$ cat config.mk
export PLATFORM = sky130hd
export DESIGN_NAME = systolic_skew_feeder
export DESIGN_NICKNAME = d
export VERILOG_FILES = /design/src/rtl/systolic_pkg.sv /design/src/rtl/skew_tile_bank.sv /design/src/rtl/systolic_skew_feeder.sv
export SDC_FILE = /design/constraint.sdc
export NUM_CORES = 1
export LEC_CHECK = 0
export ABC_CLOCK_PERIOD_IN_PS = 26700
export BUFFER_PORTS_ARGS = -buffer_cell sky130_fd_sc_hd__buf_2
export CORE_UTILIZATION = 57
export CTS_CLUSTER_DIAMETER = 50
export DETAILED_ROUTE_END_ITERATION = 10
export PLACE_DENSITY = 0.92
export SKIP_CTS_REPAIR_TIMING = 1
export SKIP_LAST_GASP = 1
export SLEW_MARGIN = 20
export SYNTH_ARGS = -nofsm -noshare
export SYNTH_HDL_FRONTEND = slang
export SYNTH_SLANG_ARGS = --single-unit
export TNS_END_PERCENT = 30
$ cat constraint.sdc
create_clock -name i_clk -period 26.7 [get_ports i_clk]
set_input_delay 1.335 -clock i_clk [delete_from_list [all_inputs] [get_ports i_clk]]
set_output_delay 1.335 -clock i_clk [all_outputs]
set_load 0.02 [all_outputs]
$ cat src/rtl/systolic_pkg.sv
// Shared constants and tile-layout helper for the systolic array front end.
package systolic_pkg;

    localparam int DEF_DATA_W = 8;
    localparam int MAC_WIDTH  = 2 * DEF_DATA_W + 8;

    // Bit offset of element (r,k) inside a flattened ROWS x DEPTH tile.
    function automatic int elem_off(input int k, input int r, input int rows, input int data_w);
        return (k * rows + r) * data_w;
    endfunction

endpackage

$ cat src/rtl/skew_tile_bank.sv
// One tile store: whole-tile write, one element read per row at a per-row column index.
// Write lands on the clock edge; reads are combinational from stored state, no backpressure.
module skew_tile_bank
    import systolic_pkg::*;
#(
    parameter int DATA_W = DEF_DATA_W,
    parameter int ROWS   = 8,
    parameter int DEPTH  = 8,
    parameter int KW     = 3
) (
    input  logic                         i_clk,
    input  logic                         i_wr_en,
    input  logic [DATA_W*ROWS*DEPTH-1:0] i_wr_tile,
    input  logic [ROWS*KW-1:0]           i_rd_k,
    output logic [ROWS*DATA_W-1:0]       o_rd_dat
);

    logic [DATA_W*ROWS*DEPTH-1:0] r_mem;

    // Contents are only meaningful while the owning bank is counted as occupied.
    always_ff @(posedge i_clk) begin
        if (i_wr_en) begin
            r_mem <= i_wr_tile;
        end
    end

    always_comb begin
        o_rd_dat = '0;
        for (int r = 0; r < ROWS; r++) begin
            o_rd_dat[r*DATA_W +: DATA_W] =
                r_mem[elem_off(int'(i_rd_k[r*KW +: KW]), r, ROWS, DATA_W) +: DATA_W];
        end
    end

endmodule

$ cat src/rtl/systolic_skew_feeder.sv
// Double-buffered left-edge feeder: streams each tile as a skewed wavefront, row r delayed r beats.
// First beat the cycle after tile acceptance; outputs hold under out_ready=0, tile_ready drops when both banks are full.
module systolic_skew_feeder
    import systolic_pkg::*;
#(
    parameter int DATA_W = DEF_DATA_W,
    parameter int ROWS   = 8,
    parameter int DEPTH  = 8,
    parameter int CNT_W  = $clog2(DEPTH + ROWS)
) (
    input  logic                         i_clk,
    input  logic                         i_rst_n,
    input  logic [DATA_W*ROWS*DEPTH-1:0] i_tile_in,
    input  logic                         i_tile_valid,
    output logic                         o_tile_ready,
    output logic [DATA_W*ROWS-1:0]       o_row_out,
    output logic [ROWS-1:0]              o_lane_mask,
    output logic                         o_out_valid,
    input  logic                         i_out_ready,
    output logic                         o_out_first,
    output logic                         o_out_last,
    output logic                         o_busy
);

    localparam int T  = DEPTH + ROWS - 1;
    localparam int KW = (DEPTH > 1) ? $clog2(DEPTH) : 1;

    localparam logic [0:0] ST_IDLE   = 1'b0;
    localparam logic [0:0] ST_STREAM = 1'b1;

    logic [0:0]              r_state;
    logic [0:0]              w_state_nxt;
    logic                    r_live;
    logic                    r_wr_ptr;
    logic                    r_rd_ptr;
    logic [1:0]              r_occ;
    logic [1:0]              w_occ_nxt;
    logic [CNT_W-1:0]        r_t;

    logic                    w_load;
    logic                    w_fire;
    logic                    w_last;
    logic                    w_release;
    logic [ROWS-1:0]         w_in_win;
    logic [ROWS*KW-1:0]      w_rd_k;
    logic [ROWS*DATA_W-1:0]  w_rd_dat0;
    logic [ROWS*DATA_W-1:0]  w_rd_dat1;

    // r_live keeps tile_ready low until the first edge after reset release.
    assign o_tile_ready = r_live && (r_occ != 2'd2);
    assign o_busy       = (r_occ != 2'd0);
    assign o_out_valid  = (r_state == ST_STREAM);
    assign w_last       = (r_t == CNT_W'(T - 1));
    assign o_out_first  = o_out_valid && (r_t == '0);
    assign o_out_last   = o_out_valid && w_last;

    assign w_load    = i_tile_valid && o_tile_ready;
    assign w_fire    = o_out_valid && i_out_ready;
    assign w_release = w_fire && w_last;

    always_comb begin
        w_occ_nxt = r_occ;
        if (w_load && !w_release) begin
            w_occ_nxt = r_occ + 2'd1;
        end else if (!w_load && w_release) begin
            w_occ_nxt = r_occ - 2'd1;
        end

        // Deciding on next-occ lets a tile accepted at an edge stream in the very next cycle.
        w_state_nxt = r_state;
        case (r_state)
            ST_IDLE:   if (w_occ_nxt != 2'd0) w_state_nxt = ST_STREAM;
            ST_STREAM: if (w_release && (w_occ_nxt == 2'd0)) w_state_nxt = ST_IDLE;
            default:   w_state_nxt = ST_IDLE;
        endcase
    end

    always_ff @(posedge i_clk or negedge i_rst_n) begin
        if (!i_rst_n) begin
            r_state  <= ST_IDLE;
            r_live   <= 1'b0;
            r_wr_ptr <= 1'b0;
            r_rd_ptr <= 1'b0;
            r_occ    <= 2'd0;
            r_t      <= '0;
        end else begin
            r_live  <= 1'b1;
            r_state <= w_state_nxt;
            r_occ   <= w_occ_nxt;
            if (w_load) begin
                r_wr_ptr <= ~r_wr_ptr;
            end
            if (w_release) begin
                r_rd_ptr <= ~r_rd_ptr;
                r_t      <= '0;
            end else if (w_fire) begin
                r_t <= r_t + CNT_W'(1);
            end
        end
    end

    skew_tile_bank #(
        .DATA_W (DATA_W),
        .ROWS   (ROWS),
        .DEPTH  (DEPTH),
        .KW     (KW)
    ) u_bank0 (
        .i_clk     (i_clk),
        .i_wr_en   (w_load && !r_wr_ptr),
        .i_wr_tile (i_tile_in),
        .i_rd_k    (w_rd_k),
        .o_rd_dat  (w_rd_dat0)
    );

    skew_tile_bank #(
        .DATA_W (DATA_W),
        .ROWS   (ROWS),
        .DEPTH  (DEPTH),
        .KW     (KW)
    ) u_bank1 (
        .i_clk     (i_clk),
        .i_wr_en   (w_load && r_wr_ptr),
        .i_wr_tile (i_tile_in),
        .i_rd_k    (w_rd_k),
        .o_rd_dat  (w_rd_dat1)
    );

    // Lane r shows column t-r while that index lies inside the tile, zero padding otherwise.
    always_comb begin
        int d;
        w_in_win = '0;
        w_rd_k   = '0;
        for (int r = 0; r < ROWS; r++) begin
            d = int'(r_t) - r;
            w_in_win[r] = (d >= 0) && (d < DEPTH);
            if (w_in_win[r]) begin
                w_rd_k[r*KW +: KW] = KW'(d);
            end
        end
    end

    always_comb begin
        o_row_out   = '0;
        o_lane_mask = o_out_valid ? w_in_win : '0;
        for (int r = 0; r < ROWS; r++) begin
            if (o_out_valid && w_in_win[r]) begin
                o_row_out[r*DATA_W +: DATA_W] = r_rd_ptr ? w_rd_dat1[r*DATA_W +: DATA_W]
                                                         : w_rd_dat0[r*DATA_W +: DATA_W];
            end
        end
    end

endmodule

==> report_table.html <==
<table>
<tr><th>Metric</th><th>Value</th></tr>
<tr><th colspan="2">Synth</th></tr>
<tr><td>Main combinational cell family by area after synthesis</td><td>multiplexers</td></tr>
<tr><td>Unique masters post-synth</td><td>58</td></tr>
<tr><td>Simple-Gate Fraction of Synth Area</td><td>0.04312</td></tr>
<tr><td>Seq/Total Area, Yosys</td><td>0.7725</td></tr>
<tr><td>Synthesized cell area</td><td>around 0.04 sq mm</td></tr>
<tr><td>Area contributors post-synth</td><td>sky130_fd_sc_hd__edfxtp_1 77%, sky130_fd_sc_hd__mux4_2 10%, sky130_fd_sc_hd__mux2i_1 2.8%, sky130_fd_sc_hd__nand2_1 1.6%, sky130_fd_sc_hd__nand3_1 0.82%</td></tr>
<tr><td>Share of the synthesized netlist area taken by xor and xnor gates</td><td>0.002401</td></tr>
<tr><td>Largest area contributor in the netlist</td><td>sky130_fd_sc_hd__edfxtp_1</td></tr>
<tr><td>Ys Warns</td><td>0</td></tr>
<tr><td>Number of nets produced by synthesis</td><td>~2600</td></tr>
<tr><td>Mean area per synthesized cell</td><td>between 15 and 20 sq um</td></tr>
<tr><td>Predominant post-synthesis flop cell</td><td>sky130_fd_sc_hd__edfxtp_1</td></tr>
<tr><td>Portion of synthesized cell area occupied by the leading cell type</td><td>0.7662</td></tr>
<tr><td>Synth Instances</td><td>2020</td></tr>
<tr><td>Mux cell area share after synthesis</td><td>0.1362</td></tr>
<tr><td>EDFF count, synth</td><td>~1000</td></tr>
<tr><td>Share of async-settable or async-resettable flops after synthesis</td><td>0.009671</td></tr>
<tr><td>Post-synthesis adder-cell area fraction</td><td>0.005176</td></tr>
<tr><td>Compound-gate portion of the synthesized area</td><td>0.02688</td></tr>
<tr><td>Number of flip-flops and latches in the synthesized netlist</td><td>approximately 1000</td></tr>
<tr><th colspan="2">Critical path</th></tr>
<tr><td>Worst Path Buf+Inv</td><td>3</td></tr>
<tr><td>Critical path's slowest cell</td><td>sky130_fd_sc_hd__dfrtp_2</td></tr>
<tr><td>Crit. End Element</td><td>output pin</td></tr>
<tr><td>WS Path Type</td><td>reg -&gt; out</td></tr>
<tr><td>Largest stage delay on the critical path</td><td>around 1.1 ns</td></tr>
<tr><td>Signal arrival time at the worst endpoint</td><td>5.29 ns</td></tr>
<tr><td>Worst endpoint required time</td><td>~25 ns</td></tr>
<tr><td>Startpoint type of the worst setup path</td><td>flop</td></tr>
<tr><td>Family with the most delay on the worst path</td><td>flip-flops</td></tr>
<tr><td>Maximum fanout count along the critical path</td><td>56</td></tr>
<tr><td>Crit path cell chain</td><td>inv_1 &gt; buf_4 &gt; ha_2 &gt; or4b_1 &gt; mux2_2 &gt; nand2_1 &gt; nand3_1 &gt; nand4_1 &gt; a21oi_1 &gt; buf_2</td></tr>
<tr><td>FF-to-FF setup slack</td><td>21.68 ns</td></tr>
<tr><th colspan="2">STA</th></tr>
<tr><td>Setup violations, final</td><td>0</td></tr>
<tr><td>Slew Limit Headroom</td><td>0.1983</td></tr>
<tr><td>Final period demand of the worst path</td><td>6.629 ns</td></tr>
<tr><td>Post-route clock skew</td><td>approximately 0.022 ns</td></tr>
<tr><td>Maximum clock rate</td><td>about 150 MHz</td></tr>
<tr><td>Portion of the clock cycle consumed by the worst path in the final layout</td><td>0.2483</td></tr>
<tr><td>Unrepaired setup endpoints after global routing</td><td>no</td></tr>
<tr><td>Final Slew Violations</td><td>0</td></tr>
<tr><td>Total count of hold-check failures in the final report</td><td>0</td></tr>
<tr><td>Slew at the pin closest to its max-slew limit</td><td>around 1.2 ns</td></tr>
<tr><td>Total Negative Setup Slacks</td><td>0 ns</td></tr>
<tr><th colspan="2">Pwr</th></tr>
<tr><td>Largest vdd supply drop</td><td>96.88 uV</td></tr>
<tr><td>Standby leakage power</td><td>~17 nW</td></tr>
<tr><td>Power per standard cell area</td><td>112.1 mW/mm^2</td></tr>
<tr><td>Overall power</td><td>around 5.3 mW</td></tr>
<tr><th colspan="2">Place</th></tr>
<tr><td>IO Port Bufs</td><td>approximately 590</td></tr>
<tr><td>Post-DP HPWL</td><td>roughly 67 mm</td></tr>
<tr><td>Routability Congestion</td><td>approximately 0.88</td></tr>
<tr><th colspan="2">Die</th></tr>
<tr><td>Initial cell density of the core</td><td>0.5800</td></tr>
<tr><td>Num rows</td><td>96</td></tr>
<tr><td>Horizontal extent of the die</td><td>roughly 270 um</td></tr>
<tr><td>Die H</td><td>267.3 um</td></tr>
<tr><td>Ports placed on the boundary</td><td>a little under 600</td></tr>
<tr><td>Die area</td><td>about 0.071 sq mm</td></tr>
<tr><td>Core Box Area</td><td>between 0.06 and 0.07 sq mm</td></tr>
<tr><th colspan="2">Final layout</th></tr>
<tr><td>Fraction of layout cells with a size suffix above 1</td><td>0.3615</td></tr>
<tr><td>Area taken by multi-input logic gates</td><td>0.008627 sq mm</td></tr>
<tr><td>Register cell area after layout</td><td>between 0.03 and 0.04 sq mm</td></tr>
<tr><td>Area growth from synthesis to layout</td><td>18.75%</td></tr>
<tr><td>Filler cell count</td><td>approximately 4300</td></tr>
<tr><td>Net count of the finished layout</td><td>around 3200</td></tr>
<tr><td>Most common cell after layout, fill and taps aside</td><td>sky130_fd_sc_hd__edfxtp_1</td></tr>
<tr><td>Most used cells in the layout excluding fill and tap cells</td><td>1024 x sky130_fd_sc_hd__edfxtp_1, 592 x sky130_fd_sc_hd__buf_2, 184 x sky130_fd_sc_hd__mux4_2</td></tr>
<tr><th colspan="2">Global route</th></tr>
<tr><td>Global-route usage over all layers</td><td>0.2798</td></tr>
<tr><td>Antenna violations before repair</td><td>73</td></tr>
<tr><td>Largest net degree at the start of global routing</td><td>approximately 180</td></tr>
<tr><td>Number of global-route vias before repair</td><td>23739</td></tr>
<tr><td>Total grt overflow</td><td>0</td></tr>
<tr><td>First-pass GRT wire length</td><td>~140 mm</td></tr>
<tr><th colspan="2">Clock tree</th></tr>
<tr><td>TritonCTS Buffers</td><td>106</td></tr>
<tr><td>CTS tree</td><td>done</td></tr>
<tr><td>Number of sinks driven by the clock tree</td><td>1034</td></tr>
<tr><td>Level count of the clock H-tree</td><td>3</td></tr>
<tr><td>Cell chosen for the clock root</td><td>sky130_fd_sc_hd__clkbuf_16</td></tr>
<tr><td>Number of buffers on the longest clock path</td><td>3</td></tr>
<tr><td>Source-to-sink clock delay at the later pin of the worst-skew pair</td><td>approximately 0.67 ns</td></tr>
<tr><td>Post-CTS clock slew at the launch and capture registers of the worst setup and hold paths</td><td>roughly 0.06 ns</td></tr>
<tr><th colspan="2">Drt</th></tr>
<tr><td>WL final</td><td>roughly 100 mm</td></tr>
<tr><td>Routed length per instance</td><td>27.50 um</td></tr>
<tr><td>Initial DRC count</td><td>about 2500</td></tr>
<tr><td>Via-per-instance ratio</td><td>roughly 6</td></tr>
<tr><td>Antenna violation net count after detailed routing</td><td>0</td></tr>
<tr><td>Count of unresolved DRC violations after routing</td><td>0</td></tr>
<tr><td>Via total after detailed routing</td><td>22839</td></tr>
<tr><td>Iteration count of the initial detailed-routing pass</td><td>6</td></tr>
<tr><th colspan="2">Status</th></tr>
<tr><td>Status</td><td>completed</td></tr>
<tr><th colspan="2">Flow run</th></tr>
<tr><td>Max-cap violations</td><td>0</td></tr>
<tr><th colspan="2">Worst hold path</th></tr>
<tr><td>Worst Hold Class</td><td>reg -&gt; reg</td></tr>
</table>
-- synth_stat cells (2+ instances only) --
cell                       count
sky130_fd_sc_hd__nor2_1       43
sky130_fd_sc_hd__mux4_2      184
sky130_fd_sc_hd__edfxtp_1   1024
sky130_fd_sc_hd__a21oi_1      27
sky130_fd_sc_hd__a221oi_1      6
sky130_fd_sc_hd__a211oi_1     11
sky130_fd_sc_hd__buf_2        42
sky130_fd_sc_hd__o221ai_1     12
sky130_fd_sc_hd__nor3_1       13
sky130_fd_sc_hd__a31oi_1      15
sky130_fd_sc_hd__a21o_1        2
sky130_fd_sc_hd__mux2i_1     113
sky130_fd_sc_hd__inv_1        14
sky130_fd_sc_hd__buf_1         7
sky130_fd_sc_hd__nand2b_1     11
sky130_fd_sc_hd__and3_1       15
sky130_fd_sc_hd__nand2_1     176
sky130_fd_sc_hd__xor2_1        4
sky130_fd_sc_hd__ha_1         15
sky130_fd_sc_hd__buf_6         6
sky130_fd_sc_hd__nor2b_1       4
sky130_fd_sc_hd__a311oi_1     14
sky130_fd_sc_hd__nand3_1      66
sky130_fd_sc_hd__buf_4        12
sky130_fd_sc_hd__a32oi_1       8
sky130_fd_sc_hd__nand4_1      17
sky130_fd_sc_hd__nor3b_1       3
sky130_fd_sc_hd__clkbuf_1     23
sky130_fd_sc_hd__or3_1         2
sky130_fd_sc_hd__xnor2_1       7
sky130_fd_sc_hd__mux2_2       17
sky130_fd_sc_hd__dfrtp_1      10
sky130_fd_sc_hd__o22ai_1      31
sky130_fd_sc_hd__maj3_1        2
sky130_fd_sc_hd__o21ai_0      24
sky130_fd_sc_hd__and2_1       18
-- per-stage QoR --
step	hold WS (ns)	util	std cells	instance area, sq um	setup WS, ns
floorplan	0.4608	-	2020	40130	2.660
global placement	0.4809	0.6364	3478	44030	21.00
detailed placement	0.4961	0.6364	3478	44030	20.85
CTS	0.5069	0.6865	3671	47490	20.11
global route	0.5196	0.6884	3714	47630	19.80
finish	0.5089	0.6888	3724	47650	20.07
-- routing by layer --
metal / share of wire / track usage / up-vias
met5: 0.0029 / 0 / -
li1: - / - / 9601
met1: 0.34 / 0.3231 / 11485
met2: 0.52 / 0.4810 / 1411
met3: 0.095 / 0.08459 / 296
met4: 0.041 / 0.1261 / 46
-- state kept, by name, indices dropped and copies added (netlist names) --
| signal | count |
|---|---|
| u_bank0.r_mem | 512 |
| u_bank1.r_mem | 512 |
| r_t | 4 |
| r_occ | 2 |
| o_out_valid | 1 |
| r_live | 1 |
| r_rd_ptr | 1 |
| r_wr_ptr | 1 |
-- final timing paths --
| path | endpoint | cells after the start | startpoint |
|---|---|---|---|
| hold / removal | r_occ[0] | 1 | r_occ[0] |
| max in group asynchronous | r_rd_ptr | 1 | i_rst_n |
| setup / recovery | o_row_out[42] | 10 | r_t[0] |
| setup reg to reg | u_bank0.r_mem[28] | 8 | r_occ[0] |
| min in group asynchronous | r_occ[0] | 1 | i_rst_n |
| hold reg to reg | r_occ[0] | 1 | r_occ[0] |
-- power by group --
group          leakage, nW  internal (mW)  switching (mW)
logic                 5.78          0.669            1.11
registers             9.48           2.02          0.0928
clock network         1.66          0.838           0.614
-- layout make-up --
cell class                      count  share of cell area
Tap cell                          931             0.02444
Multi-Input combinational cell    879              0.1810
Timing Repair Buffer              619             0.06719
Clock buffer                      123             0.05745
Inverter                           16            0.001365
Clock inverter                     70             0.01518
Sequential cell                  1034              0.6506
Antenna cell                       52            0.002731
-- worst register-to-register path, delay by kind of cell, from the launching register on --
family                   cells  cell delay, ns
AND/OR/NAND/NOR              3            1.38
buffers and inverters        4            2.66
flip-flops                   1            0.36
adder cells (fa/ha/maj)      1            0.19
-- kinds of logic after synthesis --
group | after synthesis
simple gates | 376
mux | 314
flops | 1034
fa+ha+maj | 17
xor+xnor | 11
buf+inv | 107
other cells | 1
compound gates | 160
Note: power is estimated with default switching activity, not from simulation.
